$ cat src/rtl/turbo_rsc_encoder_pkg.sv
// turbo_rsc_encoder_pkg: block sizes, FSM encoding and tail-register layout for the LTE turbo encoder
package turbo_rsc_encoder_pkg;
  localparam int K_SMALL = 1056;
  localparam int K_LARGE = 6144;
  localparam int CNT_W = 13;
  localparam int TAIL_W = 12;
  localparam int X1_B = 0;
  localparam int Z1_B = 3;
  localparam int X2_B = 6;
  localparam int Z2_B = 9;
  typedef enum logic [1:0] {IDLE, DATA, TERM, TAIL} state_e;
  function automatic logic [CNT_W-1:0] k_last(input logic big);
    return big ? CNT_W'(K_LARGE - 1) : CNT_W'(K_SMALL - 1);
  endfunction
endpackage

$ cat src/rtl/turbo_rsc_encoder_rsc_constituent.sv
// rsc_constituent: one 8-state RSC encoder, feedback 1+D^2+D^3, parity 1+D+D^3
module rsc_constituent (
  input  logic clock,
  input  logic reset,
  input  logic u,
  input  logic step,
  input  logic term,
  output logic x,
  output logic z
);
  logic [2:0] s_q, s_d;
  logic u_eff, a;
  // termination feeds back the register so the feedback bit a is forced to 0
  always_comb begin
    u_eff = term ? s_q[1] ^ s_q[0] : u;
    a = u_eff ^ s_q[1] ^ s_q[0];
    x = u_eff;
    z = a ^ s_q[2] ^ s_q[0];
    s_d = step ? {a, s_q[2:1]} : s_q;
  end
  always_ff @(posedge clock or posedge reset)
    if (reset) s_q <= '0;
    else s_q <= s_d;
endmodule

$ cat src/rtl/turbo_rsc_encoder.sv
// turbo_rsc_encoder: LTE PCCC turbo encoder with two RSC constituents and trellis termination;
// emits K+4 registered d0/d1/d2 triples per block, one cycle after each accepted bit.
module turbo_rsc_encoder
  import turbo_rsc_encoder_pkg::*;
(
  input  logic clock,
  input  logic reset,
  input  logic k_size_6144,
  input  logic in_valid,
  input  logic in_i,
  input  logic in_pii,
  output logic out_valid,
  output logic d0,
  output logic d1,
  output logic d2,
  output logic busy,
  output logic block_done,
  output logic overrun
);
  state_e state_q, state_d;
  logic [CNT_W-1:0] cnt_q, cnt_d;
  logic [1:0] tcnt_q, tcnt_d;
  logic [TAIL_W-1:0] tail_q, tail_d;
  logic big_q, big_d;
  logic [2:0] trip_q, trip_d, tail_trip;
  logic valid_q, done_q, ovr_q;
  logic accept, term, x1, z1, x2, z2, last;
  logic [3:0] ti;
  assign accept = in_valid && (state_q == IDLE || state_q == DATA);
  assign term = state_q == TERM;
  assign ti = {2'b00, tcnt_q};
  assign last = cnt_q == k_last(big_q);
  rsc_constituent u_enc1 (
    .clock(clock), .reset(reset), .u(in_i), .step(accept | term), .term(term), .x(x1), .z(z1)
  );
  rsc_constituent u_enc2 (
    .clock(clock), .reset(reset), .u(in_pii), .step(accept | term), .term(term), .x(x2), .z(z2)
  );
  always_comb begin
    state_d = state_q;
    cnt_d = cnt_q;
    tcnt_d = tcnt_q;
    tail_d = tail_q;
    big_d = big_q;
    case (state_q)
      IDLE: if (in_valid) begin
        big_d = k_size_6144;
        cnt_d = CNT_W'(1);
        state_d = DATA;
      end
      DATA: if (in_valid) begin
        cnt_d = last ? '0 : cnt_q + 1'b1;
        state_d = last ? TERM : DATA;
      end
      TERM: begin
        tail_d[4'(X1_B) + ti] = x1;
        tail_d[4'(Z1_B) + ti] = z1;
        tail_d[4'(X2_B) + ti] = x2;
        tail_d[4'(Z2_B) + ti] = z2;
        tcnt_d = tcnt_q == 2'd2 ? 2'd0 : tcnt_q + 2'd1;
        state_d = tcnt_q == 2'd2 ? TAIL : TERM;
      end
      TAIL: begin
        tcnt_d = tcnt_q + 2'd1;
        state_d = tcnt_q == 2'd3 ? IDLE : TAIL;
      end
      default: state_d = IDLE;
    endcase
  end
  // tail triples interleave x/z of encoder 1 first, then encoder 2
  always_comb begin
    tail_trip = tcnt_q[1]
      ? (tcnt_q[0] ? {tail_q[Z2_B+1], tail_q[X2_B+2], tail_q[Z2_B+2]}
                   : {tail_q[X2_B], tail_q[Z2_B], tail_q[X2_B+1]})
      : (tcnt_q[0] ? {tail_q[Z1_B+1], tail_q[X1_B+2], tail_q[Z1_B+2]}
                   : {tail_q[X1_B], tail_q[Z1_B], tail_q[X1_B+1]});
    trip_d = accept ? {x1, z1, z2} : state_q == TAIL ? tail_trip : 3'b000;
  end
  always_ff @(posedge clock or posedge reset)
    if (reset) begin
      state_q <= IDLE;
      cnt_q <= '0;
      tcnt_q <= '0;
      tail_q <= '0;
      big_q <= 1'b0;
      trip_q <= '0;
      valid_q <= 1'b0;
      done_q <= 1'b0;
      ovr_q <= 1'b0;
    end else begin
      state_q <= state_d;
      cnt_q <= cnt_d;
      tcnt_q <= tcnt_d;
      tail_q <= tail_d;
      big_q <= big_d;
      trip_q <= trip_d;
      valid_q <= accept || state_q == TAIL;
      done_q <= state_q == TAIL && tcnt_q == 2'd3;
      ovr_q <= in_valid && (state_q == TERM || state_q == TAIL);
    end
  assign {d0, d1, d2} = trip_q;
  assign out_valid = valid_q;
  assign block_done = done_q;
  assign overrun = ovr_q;
  assign busy = state_q != IDLE || done_q;
endmodule

$ cat config.mk
export PLATFORM = sky130hd
export DESIGN_NAME = turbo_rsc_encoder
export DESIGN_NICKNAME = d
export VERILOG_FILES = /design/src/rtl/turbo_rsc_encoder_pkg.sv /design/src/rtl/turbo_rsc_encoder_rsc_constituent.sv /design/src/rtl/turbo_rsc_encoder.sv
export SDC_FILE = /design/constraint.sdc
export NUM_CORES = 1
export LEC_CHECK = 0
export CORE_MARGIN = 1.5
export CORE_UTILIZATION = 40
export CTS_BUF_LIST = sky130_fd_sc_hd__clkbuf_8
export CTS_CLUSTER_SIZE = 40
export DETAILED_ROUTE_END_ITERATION = 10
export GPL_TIMING_DRIVEN = 0
export HOLD_SLACK_MARGIN = 0.05
export SLEW_MARGIN = 20
export SYNTH_ARGS = -nofsm -noshare
export SYNTH_HDL_FRONTEND = slang
export SYNTH_HIERARCHICAL = 1
export SYNTH_SLANG_ARGS = --single-unit
$ cat constraint.sdc
create_clock -name clock -period 3.1 [get_ports clock]
set_clock_uncertainty 0.05 [all_clocks]
set_input_delay 0.93 -clock clock [delete_from_list [all_inputs] [get_ports clock]]
set_output_delay 0.93 -clock clock [all_outputs]
set_load 0.02 [all_outputs]
# Word-level counts from Yosys, hierarchy flattened
# Index checks and enable logic that the tools add are counted.
# word_totals
out_inout_bits	7
reg_bits	42
inputBits	6
# op_classes
n_lt_le_gt_ge	8
eq_ne	8
n_mux	32
n_bitwise	11
reduce_logical	18
add_sub_neg	5
# op_table
operator	n
2-to-1 mux 13 bit	4
bitwise mux 12 bit	4
case mux 13 bit (2 select lines)	1
2-to-1 mux 3 bit	5
adder 13 x 1 -> 13 bit (second input constant)	1
equality test 13 bit	1
demux 1 bit (select 4 bit)	3
less-than comparator 4 x 5 -> 1 bit (second input constant)	2
2-to-1 mux 2 bit	5
bitwise XOR 1 bit	10
equality test 2 bit (second input constant)	4
greater-or-equal comparator 4 x 1 -> 1 bit (second input constant)	2
case mux 2 bit (4 select lines)	1
logical AND 1 bit	7
2-to-1 mux 1 bit	7
nonzero test 2 bit	3
less-than comparator 2 x 5 -> 1 bit (second input constant)	1
less-than comparator 3 x 5 -> 1 bit (second input constant)	1
adder 3 x 2 -> 4 bit (first input constant)	1
adder 4 x 2 -> 4 bit (first input constant)	1
logical OR 1 bit	4
inequality test 2 bit (second input constant)	2
case mux 2 bit (2 select lines)	1
AND reduction 2 bit	2
other kinds (9)	9

# Depth between registers and ports, before layout
# depth
depth_word	9
ltp_mapped	10

# Cells and area by module
# The synthesis kept the hierarchy.
# modules_own_cells
module	cells_each	area_each_um2	seq_area_each_um2	n_inst
turbo_rsc_encoder	208	1976.9	900.9	1
rsc_constituent	16	171.4	75.1	2

# Worst setup path before layout
# Ideal clock, no wire load.
# synth_timing
path_type	input to register
start	in in_i
end	reg tail_q[7]
setup_time_ns	0.083
slack_ns	0.958
required_ns	2.967
arrival_ns	2.009
cell_stages	7
path_cell_list	xor2_1 -> mux2i_1 -> xnor2_1 -> nand2_1 -> nor3_1 -> a21oi_1 -> o21ai_0
# synth_via
elab_chain_cells	8
word_cells_on_any_way	9
# synth_lines
element	line	source
start: declaration	turbo_rsc_encoder.sv:10	input logic in_i,
2-to-1 mux 1 bit	turbo_rsc_encoder_rsc_constituent.sv:15	u_eff = term ? s_q[1] ^ s_q[0] : u;
bitwise XOR 1 bit (2 in series)	turbo_rsc_encoder_rsc_constituent.sv:16	a = u_eff ^ s_q[1] ^ s_q[0];
bitwise XOR 1 bit (2 in series)	turbo_rsc_encoder_rsc_constituent.sv:18	z = a ^ s_q[2] ^ s_q[0];
named net z1	turbo_rsc_encoder.sv:27	logic accept, term, x1, z1, x2, z2, last;
bitwise mux 12 bit	turbo_rsc_encoder.sv:57	tail_d[4'(Z1_B) + ti] = z1;
bitwise mux 12 bit	turbo_rsc_encoder.sv:58	tail_d[4'(X2_B) + ti] = x2;
bitwise mux 12 bit	turbo_rsc_encoder.sv:59	tail_d[4'(Z2_B) + ti] = z2;
end signal: assignment	turbo_rsc_encoder.sv:94	tail_q <= tail_d;
end: declaration	turbo_rsc_encoder.sv:23	logic [TAIL_W-1:0] tail_q, tail_d;
# The timed path passes the listed nets, and every way through them passes these cells.
# A chain may end at the register's enable or synchronous reset.

# Worst setup path after layout
# layout_timing
start	reg state_q[0]
end	out busy
# layout_via
elab_chain_cells	2
# layout_lines
element	line	source
start: declaration	turbo_rsc_encoder.sv:20	state_e state_q, state_d;
start signal: assignment	turbo_rsc_encoder.sv:91	state_q <= state_d;
nonzero test 2 bit	turbo_rsc_encoder.sv:105	assign busy = state_q != IDLE || done_q;
logical OR 1 bit	turbo_rsc_encoder.sv:105	
end: declaration	turbo_rsc_encoder.sv:16	output logic busy,
# Every way passes these cells.

==> results.toml <==
[run_status]
status = "finished clean"

[floorplan]
start_util = 0.419
die_w_um = 79.2
dieArea_mm2 = 0.00627
ios = 13
die_h_um = 79.2
coreArea_mm2 = 0.00554
core.rowCount = 27

[clock_tree]
cts_buffer_depth = 2
postCtsSetupRepairBufs = 0
cts_hold_repair.buffers = 0
numCtsBuffers = 5
htreeDepth = 2
cts_tree = "yes"
cts_sinks = 42
clk_pin_slew_ns = 0.08
clock_latency_ns = 0.30
ctsResizeCount = 0
cts_root_buf = "clkbuf_8"

[global_route]
grt_pass1_vias = 1781
grt_pass1_wl_mm = 8.36
gr-total-overflow = 0
grt_max_degree = 37
antenna_found_initial = 0
globalRouteTotalUtil = 0.171

[sta]
worstMarginPinSlew_ns = 0.747
rsz0062_at_grt = "no"
fmax_mhz = 359
fin_crit_ns = 2.79
slew_headroom = 0.501
timing.hold.ws_ns = 0.435
setup-tns-final_ns = 0
hold_viol = 0
setup_viol = 0
fin_ws_ns = 0.313
finalCritPeriodShare = 0.899
slew_violations = 0

[critical_path]
path_cells = "clkbuf_1, or3_1, clkdlybuf4s50_1"
cpMaxStageDelayCell = "clkdlybuf4s50_1"
cp-end-kind = "output port"
cp.arrival_ns = 1.81
worst-path-max-fanout = 10
slowest_delay_ns = 0.54
crit_type = "reg2out"
startpoint_type = "register"
critPathBufInv = 2
crit_required_ns = 2.12
crit_family = "buffers and inverters"

[detailed_routing]
wl_per_cell_um = 14.3
ant_nets = 0
routed_wl_mm = 4.75
drcViolationCount = 0
vias = 1767
first_iter_violations = 87
viasPerCell = 5.32
firstDrtPassIters = 4

[synthesis]
seq_area_frac_synth = 0.453
synth.ff_latch_count = 42
synth-xor-area-share = 0.0604
yosysTopAreaCell = "dfrtp_1"
synth_area_leaders = "dfrtp_1, xnor2_1, ha_1"
netlist_area_mm2 = 0.00232
ys_types = 39
syn_avg_cell_area_um2 = 9.67
synth_nets = 254
synthArstFlopShare = 1.00
yosys.area_share.adder = 0.0431
synth-edff-count = 0
yosysTopAreaCellShare = 0.453
synth_top_family_by_area = "simple AND/OR/NAND/NOR gates"
synth_flop_cell = "dfrtp_1"
ys_warn_count = 6
yosys-mux-area-fraction = 0.0879
synth-simple-area-share = 0.191
synthCells = 240
synth_compound_area_frac = 0.125

[worst_hold_path]
hp-class = "reg2reg"

[place]
dpl-instance-area_mm2 = 0.00253
io_buffers = 12
gp_congestion = 0.799
dp_slack_ns = 0.110
dp_hpwl_mm = 3.32

[power]
power.leakage_nw = 1.10
p_per_area_mw_per_mm2 = 550
ir_worst_vdd_uv = 372

[final_layout]
area_growth_pct = 12.8
drive_gt1_frac = 0.0769
stdcell_area_mm2 = 0.00262
layout.nets = 273
n_antenna_cell = 0

[run]
cap_violations = 0
[area by class of cell]
cell class,instances,area (um2)
buffer,10,41.3
clock buffer,5,68.8
clock inverter,3,17.5
fill,533,2920
inverter,13,48.8
multi-input combinational,175,1180
sequential,42,1050
tap,72,90.1
timing repair buffer,12,120
[Yosys cell counts, drive strengths merged, types with 3 or more instances]
cell     n
a21oi   18
a31oi    3
a32o     3
and3     3
buf      3
clkbuf   7
dfrtp   42
ha       8
inv     13
mux2     5
mux2i    8
mux4     3
nand2   24
nand2b   4
nand3    9
nand4    3
nor2    18
nor3    14
nor4     4
o21ai   12
or3      3
xnor2   13
xor2     3
[registers in the layout (all words and copies together) (netlist names), 2 cells and up]
name / cells
u_enc1/s_q: 3
state_q: 2
u_enc2/s_q: 3
trip_q: 3
tcnt_q: 2
cnt_q: 13
tail_q: 12
[metal layers]
layer  share of wire  GRT usage
met5               0          0
met4           0.012     0.0579
met3           0.026     0.0345
met2            0.48      0.287
met1            0.48      0.220
[worst register-to-register path: stages (launching register included)]
cell and delay [ns]:
dfrtp_1 0.32, buf_2 0.18, nand2b_1 0.12, inv_1 0.31, mux2i_1 0.15, xnor2_1 0.57, nand2_1 0.15, nor3_1 0.17
a21oi_1 0.06, o21ai_0 0.16
[cells in the final DEF (no fill, tap or decap), types with 4 or more instances in the layout]
| cell | netlist | final |
|---|---|---|
| a21oi_1 | 18 | 18 |
| clkbuf_1 | 7 | 7 |
| clkbuf_8 | 0 | 5 |
| clkdlybuf4s50_1 | 0 | 12 |
| dfrtp_1 | 42 | 42 |
| ha_1 | 8 | 8 |
| inv_1 | 13 | 13 |
| mux2i_1 | 8 | 8 |
| nand2_1 | 24 | 24 |
| nand2b_1 | 4 | 4 |
| nand3_1 | 9 | 9 |
| nor2_1 | 18 | 18 |
| nor3_1 | 14 | 14 |
| nor4_1 | 4 | 4 |
| o21ai_0 | 12 | 12 |
| xnor2_1 | 13 | 13 |
[worst paths after layout]
| kind | from | endpoint | slack, ns | cells past startpoint |
|---|---|---|---|---|
| hold / removal | tail_q[2] | tail_q[2] | 0.44 | 2 |
| setup / recovery | state_q[0] | busy | 0.31 | 3 |
| max in group asynchronous | reset | tail_q[2] | 1.43 | 2 |
| hold reg to reg | tail_q[2] | tail_q[2] | 0.44 | 2 |
| setup reg to reg | state_q[1] | tail_q[7] | 0.80 | 9 |
| min in group asynchronous | reset | u_enc2/s_q[1] | 0.82 | 2 |
[kinds of logic (layout without fill, tap and decap cells)]
family,Yosys count,in the layout
muxes,16,16
DFF,42,42
AOI/OAI and AO/OA,46,46
buffers and inverters,23,43
xor gates and xnor gates,16,16
adders and majority gates,8,8
and+or+nand+nor,89,89
[where the power goes]
| group | switching, mW | internal (mW) |
|---|---|---|
| clock network | 0.195 | 0.156 |
| registers | 0.0783 | 0.624 |
| logic | 0.203 | 0.182 |
[metrics by stage]
step	power, mW	utilization	std cells
floorplan	0.986	-	240
global placement	1.09	0.457	324
detailed placement	1.10	0.457	324
CTS	1.45	0.472	332
global route	1.53	0.472	332
finish	1.44	0.472	332
Power figures use the tool's default switching activity.
